File: src/rtl/regfile_32x32_pkg.sv
//------------------------------------------------------------------------------
// regfile_32x32_pkg : shared sizes and types for the 32-entry register file
// Rev 1.0
//------------------------------------------------------------------------------
`default_nettype none

package regfile_32x32_pkg;

  localparam int NUM_REGS   = 32;
  localparam int REG_ADDR_W = 5;
  localparam int ZERO_REG   = 0;

  typedef logic [REG_ADDR_W-1:0] reg_addr_t;
  typedef logic [NUM_REGS-1:0]   reg_sel_t;

endpackage : regfile_32x32_pkg

`default_nettype wire

File: src/rtl/regfile_32x32_if.sv
//------------------------------------------------------------------------------
// regfile_32x32_if : write port and two read ports of the register file
// Rev 1.0
//------------------------------------------------------------------------------
`default_nettype none

interface regfile_32x32_if #(
  parameter int DATA_WIDTH = 32
);
  import regfile_32x32_pkg::*;

  logic                  ctrl_writeEnable;
  reg_addr_t             ctrl_writeReg;
  logic [DATA_WIDTH-1:0] data_writeReg;
  reg_addr_t             ctrl_readRegA;
  reg_addr_t             ctrl_readRegB;
  logic [DATA_WIDTH-1:0] data_readRegA;
  logic [DATA_WIDTH-1:0] data_readRegB;

  modport master (
    output ctrl_writeEnable, ctrl_writeReg, data_writeReg,
    output ctrl_readRegA, ctrl_readRegB,
    input  data_readRegA, data_readRegB
  );

  modport slave (
    input  ctrl_writeEnable, ctrl_writeReg, data_writeReg,
    input  ctrl_readRegA, ctrl_readRegB,
    output data_readRegA, data_readRegB
  );

endinterface : regfile_32x32_if

`default_nettype wire

File: src/rtl/decoder_5_32.sv
//------------------------------------------------------------------------------
// decoder_5_32 : 5-bit binary address to 32-bit one-hot select
// Rev 1.0
//------------------------------------------------------------------------------
`default_nettype none

module decoder_5_32 (
  input  wire logic [4:0]  i_addr,
  output      logic [31:0] o_sel
);

  assign o_sel = 32'd1 << i_addr;

endmodule : decoder_5_32

`default_nettype wire

File: src/rtl/regfile_32x32.sv
//------------------------------------------------------------------------------
// regfile_32x32 : 32 x DATA_WIDTH register file, 1 write / 2 async read ports,
//                 r0 hard-wired to zero, optional write-to-read bypass
// Rev 1.0
//------------------------------------------------------------------------------
`default_nettype none

module regfile_32x32
  import regfile_32x32_pkg::*;
#(
  parameter int DATA_WIDTH = 32,
  parameter bit BYPASS     = 1'b0
) (
  input  wire logic      clock,
  input  wire logic      ctrl_reset_n,
  regfile_32x32_if.slave bus
);

  reg_sel_t              w_sel;
  reg_sel_t              w_we;
  logic [DATA_WIDTH-1:0] w_regs [NUM_REGS];
  logic                  w_byp_a;
  logic                  w_byp_b;
  logic [DATA_WIDTH-1:0] w_rd_a;
  logic [DATA_WIDTH-1:0] w_rd_b;

  decoder_5_32 u_wr_dec (
    .i_addr (bus.ctrl_writeReg),
    .o_sel  (w_sel)
  );

  assign w_we = w_sel & {NUM_REGS{bus.ctrl_writeEnable}};

  for (genvar gi = 0; gi < NUM_REGS; gi++) begin : g_reg
    if (gi == ZERO_REG) begin : g_zero
      // r0 has no storage; its decoded enable is deliberately dropped
      logic w_unused_we;
      assign w_unused_we = w_we[gi];
      assign w_regs[gi]  = '0;
    end else begin : g_flop
      logic [DATA_WIDTH-1:0] r_q;
      always_ff @(posedge clock or negedge ctrl_reset_n) begin
        if (!ctrl_reset_n) begin
          r_q <= '0;
        end else if (w_we[gi]) begin
          r_q <= bus.data_writeReg;
        end
      end
      assign w_regs[gi] = r_q;
    end
  end

  assign w_byp_a = bus.ctrl_writeEnable && (bus.ctrl_writeReg != reg_addr_t'(ZERO_REG))
                   && (bus.ctrl_writeReg == bus.ctrl_readRegA);
  assign w_byp_b = bus.ctrl_writeEnable && (bus.ctrl_writeReg != reg_addr_t'(ZERO_REG))
                   && (bus.ctrl_writeReg == bus.ctrl_readRegB);

  // Reset gating also suppresses the bypass path, which bypasses the flops
  always_comb begin
    w_rd_a = w_regs[bus.ctrl_readRegA];
    w_rd_b = w_regs[bus.ctrl_readRegB];
    if (BYPASS && w_byp_a) w_rd_a = bus.data_writeReg;
    if (BYPASS && w_byp_b) w_rd_b = bus.data_writeReg;
    if (!ctrl_reset_n) begin
      w_rd_a = '0;
      w_rd_b = '0;
    end
  end

  assign bus.data_readRegA = w_rd_a;
  assign bus.data_readRegB = w_rd_b;

endmodule : regfile_32x32

`default_nettype wire

File: src/flat_wrapper.sv
// flat-port wrapper written by rule: the top's interface ports become plain ports
module regfile_32x32_flat import regfile_32x32_pkg::*;
#(
  parameter int DATA_WIDTH = 32,
  parameter bit BYPASS     = 1'b0
)
  (clock, ctrl_reset_n, bus_ctrl_writeEnable, bus_ctrl_writeReg, bus_data_writeReg, bus_ctrl_readRegA, bus_ctrl_readRegB, bus_data_readRegA, bus_data_readRegB);
  regfile_32x32_if #(.DATA_WIDTH(DATA_WIDTH)) bus_i ();
  input  wire logic clock;
  input  wire logic ctrl_reset_n;
  input wire logic [$bits(bus_i.ctrl_writeEnable)-1:0] bus_ctrl_writeEnable;
  input wire logic [$bits(bus_i.ctrl_writeReg)-1:0] bus_ctrl_writeReg;
  input wire logic [$bits(bus_i.data_writeReg)-1:0] bus_data_writeReg;
  input wire logic [$bits(bus_i.ctrl_readRegA)-1:0] bus_ctrl_readRegA;
  input wire logic [$bits(bus_i.ctrl_readRegB)-1:0] bus_ctrl_readRegB;
  output wire logic [$bits(bus_i.data_readRegA)-1:0] bus_data_readRegA;
  output wire logic [$bits(bus_i.data_readRegB)-1:0] bus_data_readRegB;
  assign bus_i.ctrl_writeEnable = bus_ctrl_writeEnable;
  assign bus_i.ctrl_writeReg = bus_ctrl_writeReg;
  assign bus_i.data_writeReg = bus_data_writeReg;
  assign bus_i.ctrl_readRegA = bus_ctrl_readRegA;
  assign bus_i.ctrl_readRegB = bus_ctrl_readRegB;
  assign bus_data_readRegA = bus_i.data_readRegA;
  assign bus_data_readRegB = bus_i.data_readRegB;
  regfile_32x32 #(.DATA_WIDTH(DATA_WIDTH), .BYPASS(BYPASS)) u_core (.clock(clock), .ctrl_reset_n(ctrl_reset_n), .bus(bus_i));
endmodule
File: config.mk
export PLATFORM = sky130hd
export DESIGN_NAME = regfile_32x32_flat
export DESIGN_NICKNAME = d
export VERILOG_FILES = /design/src/rtl/regfile_32x32_pkg.sv /design/src/rtl/regfile_32x32_if.sv /design/src/rtl/decoder_5_32.sv /design/src/rtl/regfile_32x32.sv /design/src/flat_wrapper.sv
export SDC_FILE = /design/constraint.sdc
export NUM_CORES = 2
export LEC_CHECK = 0
export BUFFER_PORTS_ARGS = -buffer_cell sky130_fd_sc_hd__buf_2
export CAP_MARGIN = 5
export CORE_MARGIN = 1.5
export CORE_UTILIZATION = 31
export CTS_CLUSTER_DIAMETER = 80
export DETAILED_ROUTE_END_ITERATION = 12
export PLACE_DENSITY = 0.51
export SYNTH_ARGS = -nofsm -noshare
export SYNTH_HDL_FRONTEND = slang
export SYNTH_SLANG_ARGS = --single-unit
File: constraint.sdc
create_clock -name clock -period 2.2 [get_ports clock]
set_input_delay 0.11 -clock clock [delete_from_list [all_inputs] [get_ports clock]]
set_output_delay 0.11 -clock clock [all_outputs]
set_load 0.005 [all_outputs]
# --- Yosys cells after proc, flatten, opt, wreduce, memory -nomap -nowiden ---
# Cells that the tools add are included.
classes:
  n_shift: 1
  bitwise: 3
  n_mux: 8
  n_lt_le_gt_ge: 2
op_table:
  columns: ["operator", "n"]
  rows:
  - ["$bmux W32 S5", 2]
  - ["$mux W32", 6]
  - ["$and A32 B32 Y32", 1]
  - ["$shl A1 B5 Y32 const A", 1]
  - ["$ge A6 B6 Y1 const B", 2]
  - ["$not A5 Y6", 2]
word_totals:
  in_bits: 50
  out_inout_bits: 64
  wordCells: 45
  register_bits: 992

# --- Longest topological paths before layout ---
logic_depth:
  ltp_word: 5
  ltp_mapped: 9
  depth_no_buf: 4

# --- Modules after synthesis ---
# A second synthesis with hierarchy kept.
unflattened:
  cells_unflattened: 3794
  hier_area_um2: 54175.7
modules_own_cells:
  columns: ["mod", "area_each_um2", "seq_area_each_um2", "n_inst", "cells_per_inst"]
  rows:
  - ["regfile_32x32", 53961.8, 24823.8, 1, 3747]
  - ["decoder_5_32", 214.0, 0.0, 1, 47]

# --- Worst setup path before layout ---
# No wires, ideal clock.
synth_timing:
  path_type: "input -> output"
  start: "in bus_ctrl_readRegA[1]"
  end: "out bus_data_readRegA[13]"
  path_buffers: 2
  required_time_ns: 2.090
  slack_ns: 0.532
  path_stages: 6
  t_arrival_ns: 1.558
  path_cell_list: "buf_6 -> buf_6 -> mux4_1 -> mux2_2 -> a221oi_1 -> nor4_1"
synth_between:
  elab_chain_len: 5
synth_lines:
  columns: ["item", "line", "text"]
  rows:
  - ["start, declared", "flat_wrapper.sv:14", "input wire logic [$bits(bus_i.ctrl_readRegA)-1:0] bus_ctrl_readRegA;"]
  - ["$not A5 Y6 (not written as such)", "regfile_32x32.sv:60", "w_rd_a = w_regs[bus.ctrl_readRegA];"]
  - ["$bmux W32 S5", "regfile_32x32.sv:60", null]
  - ["$mux W32 (not written as such) (2 in a row)", "regfile_32x32.sv:60", null]
  - ["$mux W32", "regfile_32x32.sv:64", "if (!ctrl_reset_n) begin"]
  - ["end, declared", "flat_wrapper.sv:16", "output wire logic [$bits(bus_i.data_readRegA)-1:0] bus_data_readRegA;"]
# No other way between the ends. The select of a mux whose other input is x is not followed.

# --- Worst setup path after layout ---
layout_timing:
  start: "reg u_core.g_reg[14].g_flop.r_q[12]"
  end: "out bus_data_readRegA[12]"
layout_between:
  elab_chain_len: 4
layout_lines:
  columns: ["item", "line", "text"]
  rows:
  - ["start, declared", "regfile_32x32.sv:41", "logic [DATA_WIDTH-1:0] r_q;"]
  - ["start signal, assigned", "regfile_32x32.sv:46", "r_q <= bus.data_writeReg;"]
  - ["$bmux W32 S5", "regfile_32x32.sv:60", null]
  - ["$mux W32 (not written as such) (2 in a row)", "regfile_32x32.sv:60", null]
  - ["$mux W32", "regfile_32x32.sv:64", null]
# No other way between the ends. The select of a mux whose other input is x is not followed.

==> impl_metrics.json <==
{
  "synth-main-ff-cell": "dfrtp_1",
  "synth_cells": 3837,
  "hold_path_end": "u_core.g_reg[12].g_flop.r_q[31]$_DFFE_PN0P_",
  "reg2reg_to": "u_core.g_reg[6].g_flop.r_q[21]$_DFFE_PN0P_",
  "hold_path_class": "input pin to flop",
  "synth_edf_count": 0,
  "cp-start-kind": "flop",
  "antenna_left": 0,
  "outcome": "finished, violations left",
  "hold_start": "bus_data_writeReg[31]",
  "cts_buffers": 116,
  "finClkSkew_ns": 0,
  "cts_htree_levels": 3,
  "vias": 37500,
  "final_common_cell": "mux2_2",
  "worstSkewPairLatency_ns": 0.71,
  "grt_antenna_before_repair": 6,
  "clockRootBuffer": "clkbuf_16",
  "die_h_um": 421,
  "slew_viol_final": 0,
  "wirelength_um": 203000,
  "dp.final_hpwl_um": 130000,
  "path_class": "flop to primary output",
  "synth_nets": 3887,
  "final_nets": 4167,
  "worstSetupEndpointType": "primary output",
  "min_period_over_period_pct": 126,
  "cts_tree": "yes",
  "layout_min_cycle_time_ns": 2.77,
  "fin_ws_ns": -0.573,
  "critical_path.max_fanout": 2,
  "dpl_cell_area_um2": 60300,
  "crit_required_ns": 2.09,
  "largest_reg_flops": 992,
  "synth_top_cells_by_area": "dfrtp_1, mux2_2, mux4_2",
  "clkTransAtPathRegs_ns": 0.06,
  "drt_iter0_drc": 3068,
  "worst_pin_slew_ns": 1.10,
  "reg_top3": "u_core.g.g_flop.r_q (992)",
  "final_hold_viol_count": 0,
  "top_register": "u_core.g.g_flop.r_q",
  "place_congestion": 0.840,
  "syn_area_um2": 54000,
  "rrSetupSlack_ns": 1.19,
  "post_drt_wl_per_cell_um": 31.0,
  "synth_largest_type_area_fraction_pct": 45.9,
  "vdd_drop_max_mv": 0.764,
  "vias_per_cell": 5.73,
  "die_x_um": 421,
  "synth_area_per_cell_um2": 14.1,
  "power_density_nw_per_um2": 866,
  "ys_seq_area_share_pct": 45.9,
  "worstSetupStartpoint": "u_core.g_reg[14].g_flop.r_q[12]$_DFFE_PN0P_",
  "synthArstFlopShare_pct": 100,
  "io_pins": 114,
  "ys_ff_latch": 992,
  "overflow": 0,
  "core-area_um2": 173000,
  "track_usage_pct": 22.8,
  "ys_types": 50,
  "stdcell_area_um2": 66700,
  "grt_pass1_vias": 38700,
  "grt_pass1_wl_um": 292000,
  "p_leak_nw": 29.2,
  "relSlewSlack_pct": 26.5,
  "max_freq_mhz": 361,
  "arrival_ns": 2.66,
  "numPortBuffers": 113,
  "finalSetupViolCount": 64,
  "clock-sinks": 992,
  "grt_max_degree": 94,
  "die-area_um2": 177000,
  "reg2reg_depth": 3,
  "drc_errors": 0,
  "reg2reg_from": "u_core.g_reg[6].g_flop.r_q[21]$_DFFE_PN0P_",
  "grt_setup_unrepaired": "true",
  "place_ws_ns": -0.380,
  "max_cap_violations": 0,
  "initial_core_util_pct": 31.2,
  "yosysTopAreaCell": "dfrtp_1",
  "drive_gt1_share_pct": 56.8,
  "fillers": 16500,
  "rows": 153,
  "dr.pass1.iters": 6,
  "final_cell_mix": "mux2_2, dfrtp_1, mux2i_1",
  "synthToLayoutAreaGrowth_pct": 23.5,
  "violations": "setup timing",
  "clk_path_buf_depth": 3,
  "ys_warn_count": 0,
  "hold_path_depth": 2
}
==> routing by layer <==
metal | global-route usage [%] | up-vias | wire length [µm]
met5 | 0 | - | 7
met4 | 7.61 | 2 | 5800
met3 | 3.63 | 293 | 11300
met2 | 37.0 | 1206 | 97300
met1 | 30.8 | 20500 | 88300
li1 | - | 15500 | -
==> critical path: stages, from the launching register on <==
cell,delay [ns]
dfrtp_1,0.39
mux4_2,0.47
mux2_4,0.30
a221oi_4,0.35
buf_6,0.16
nor4_4,0.04
buf_2,0.17
==> stage by stage <==
stage / hold WS, ns / std cells / util [%] / power, mW / TNS [ns]
finish: 0.0548 / 6542 / 38.5 / 57.8 / -22.28
global route: 0.0594 / 6541 / 38.5 / 60.2 / -25.96
CTS: 0.0105 / 6527 / 38.2 / 57.9 / -25.28
detailed placement: 0.104 / 6234 / 34.8 / 36.3 / -12.88
global placement: 0.0979 / 6234 / 34.8 / 36.1 / -13.77
floorplan: -0.186 / 3837 / - / 32.1 / 0
==> cell type report <==
type | count | area (µm²) | area share [%]
inverter | 3 | 11.3 | 0.0169
multi-input combinational | 2417 | 28700 | 43.0
sequential | 992 | 24800 | 37.2
timing repair buffer | 587 | 6260 | 9.37
antenna | 3 | 7.51 | 0.0112
tap | 2325 | 2910 | 4.36
clock buffer | 175 | 3470 | 5.19
clock inverter | 40 | 568 | 0.851
==> synthesized netlist by cell type, types with 35 or more instances <==
cell type / instances
a211oi_1: 62
a21oi_1: 55
a221o_1: 35
a221oi_1: 81
buf_1: 54
buf_2: 100
buf_4: 50
clkbuf_1: 196
dfrtp_1: 992
mux2_2: 1121
mux2i_1: 355
mux4_2: 243
nand2_1: 50
nor2_1: 48
o221ai_1: 53
o22ai_1: 39
==> cell families after synthesis <==
kind of cell,synth area share (%)
buffers and inverters,3.95
muxes,40.9
DFF,45.9
and+or+nand+nor,1.87
AOI/OAI and AO/OA,7.35
==> worst max-delay path by stage <==
stage / end / cells past startpoint / slack (ns)
6_report: bus_data_readRegA[12] / 6 / -0.57
5_1_grt: bus_data_readRegA[12] / 6 / -0.61
4_1_cts: bus_data_readRegA[12] / 6 / -0.60
3_5_place_dp: bus_data_readRegA[30] / 8 / -0.38
3_3_place_gp: bus_data_readRegA[30] / 8 / -0.49
2_1_floorplan: bus_data_readRegA[13] / 6 / 0.53
==> where the power goes <==
part,leakage [nW],switching [mW],internal (mW)
clock network,1.99,8.35,12.0
logic,14.5,5.33,7.43
registers,12.7,2.79,21.8
total,29.2,16.5,41.3
==> what timing repair did <==
item | 4_1_cts | 5_1_grt
buffers inserted | 70 | 13
gates cloned | 0 | 4
endpoints found under the setup margin | 64 | 64
pin swaps | 89 | 39
hold buffers | 33 | 1
hold endpoints to repair | 1155 | 119
resized for setup | 226 | 58
Note: power is estimated with default switching activity, not from simulation.
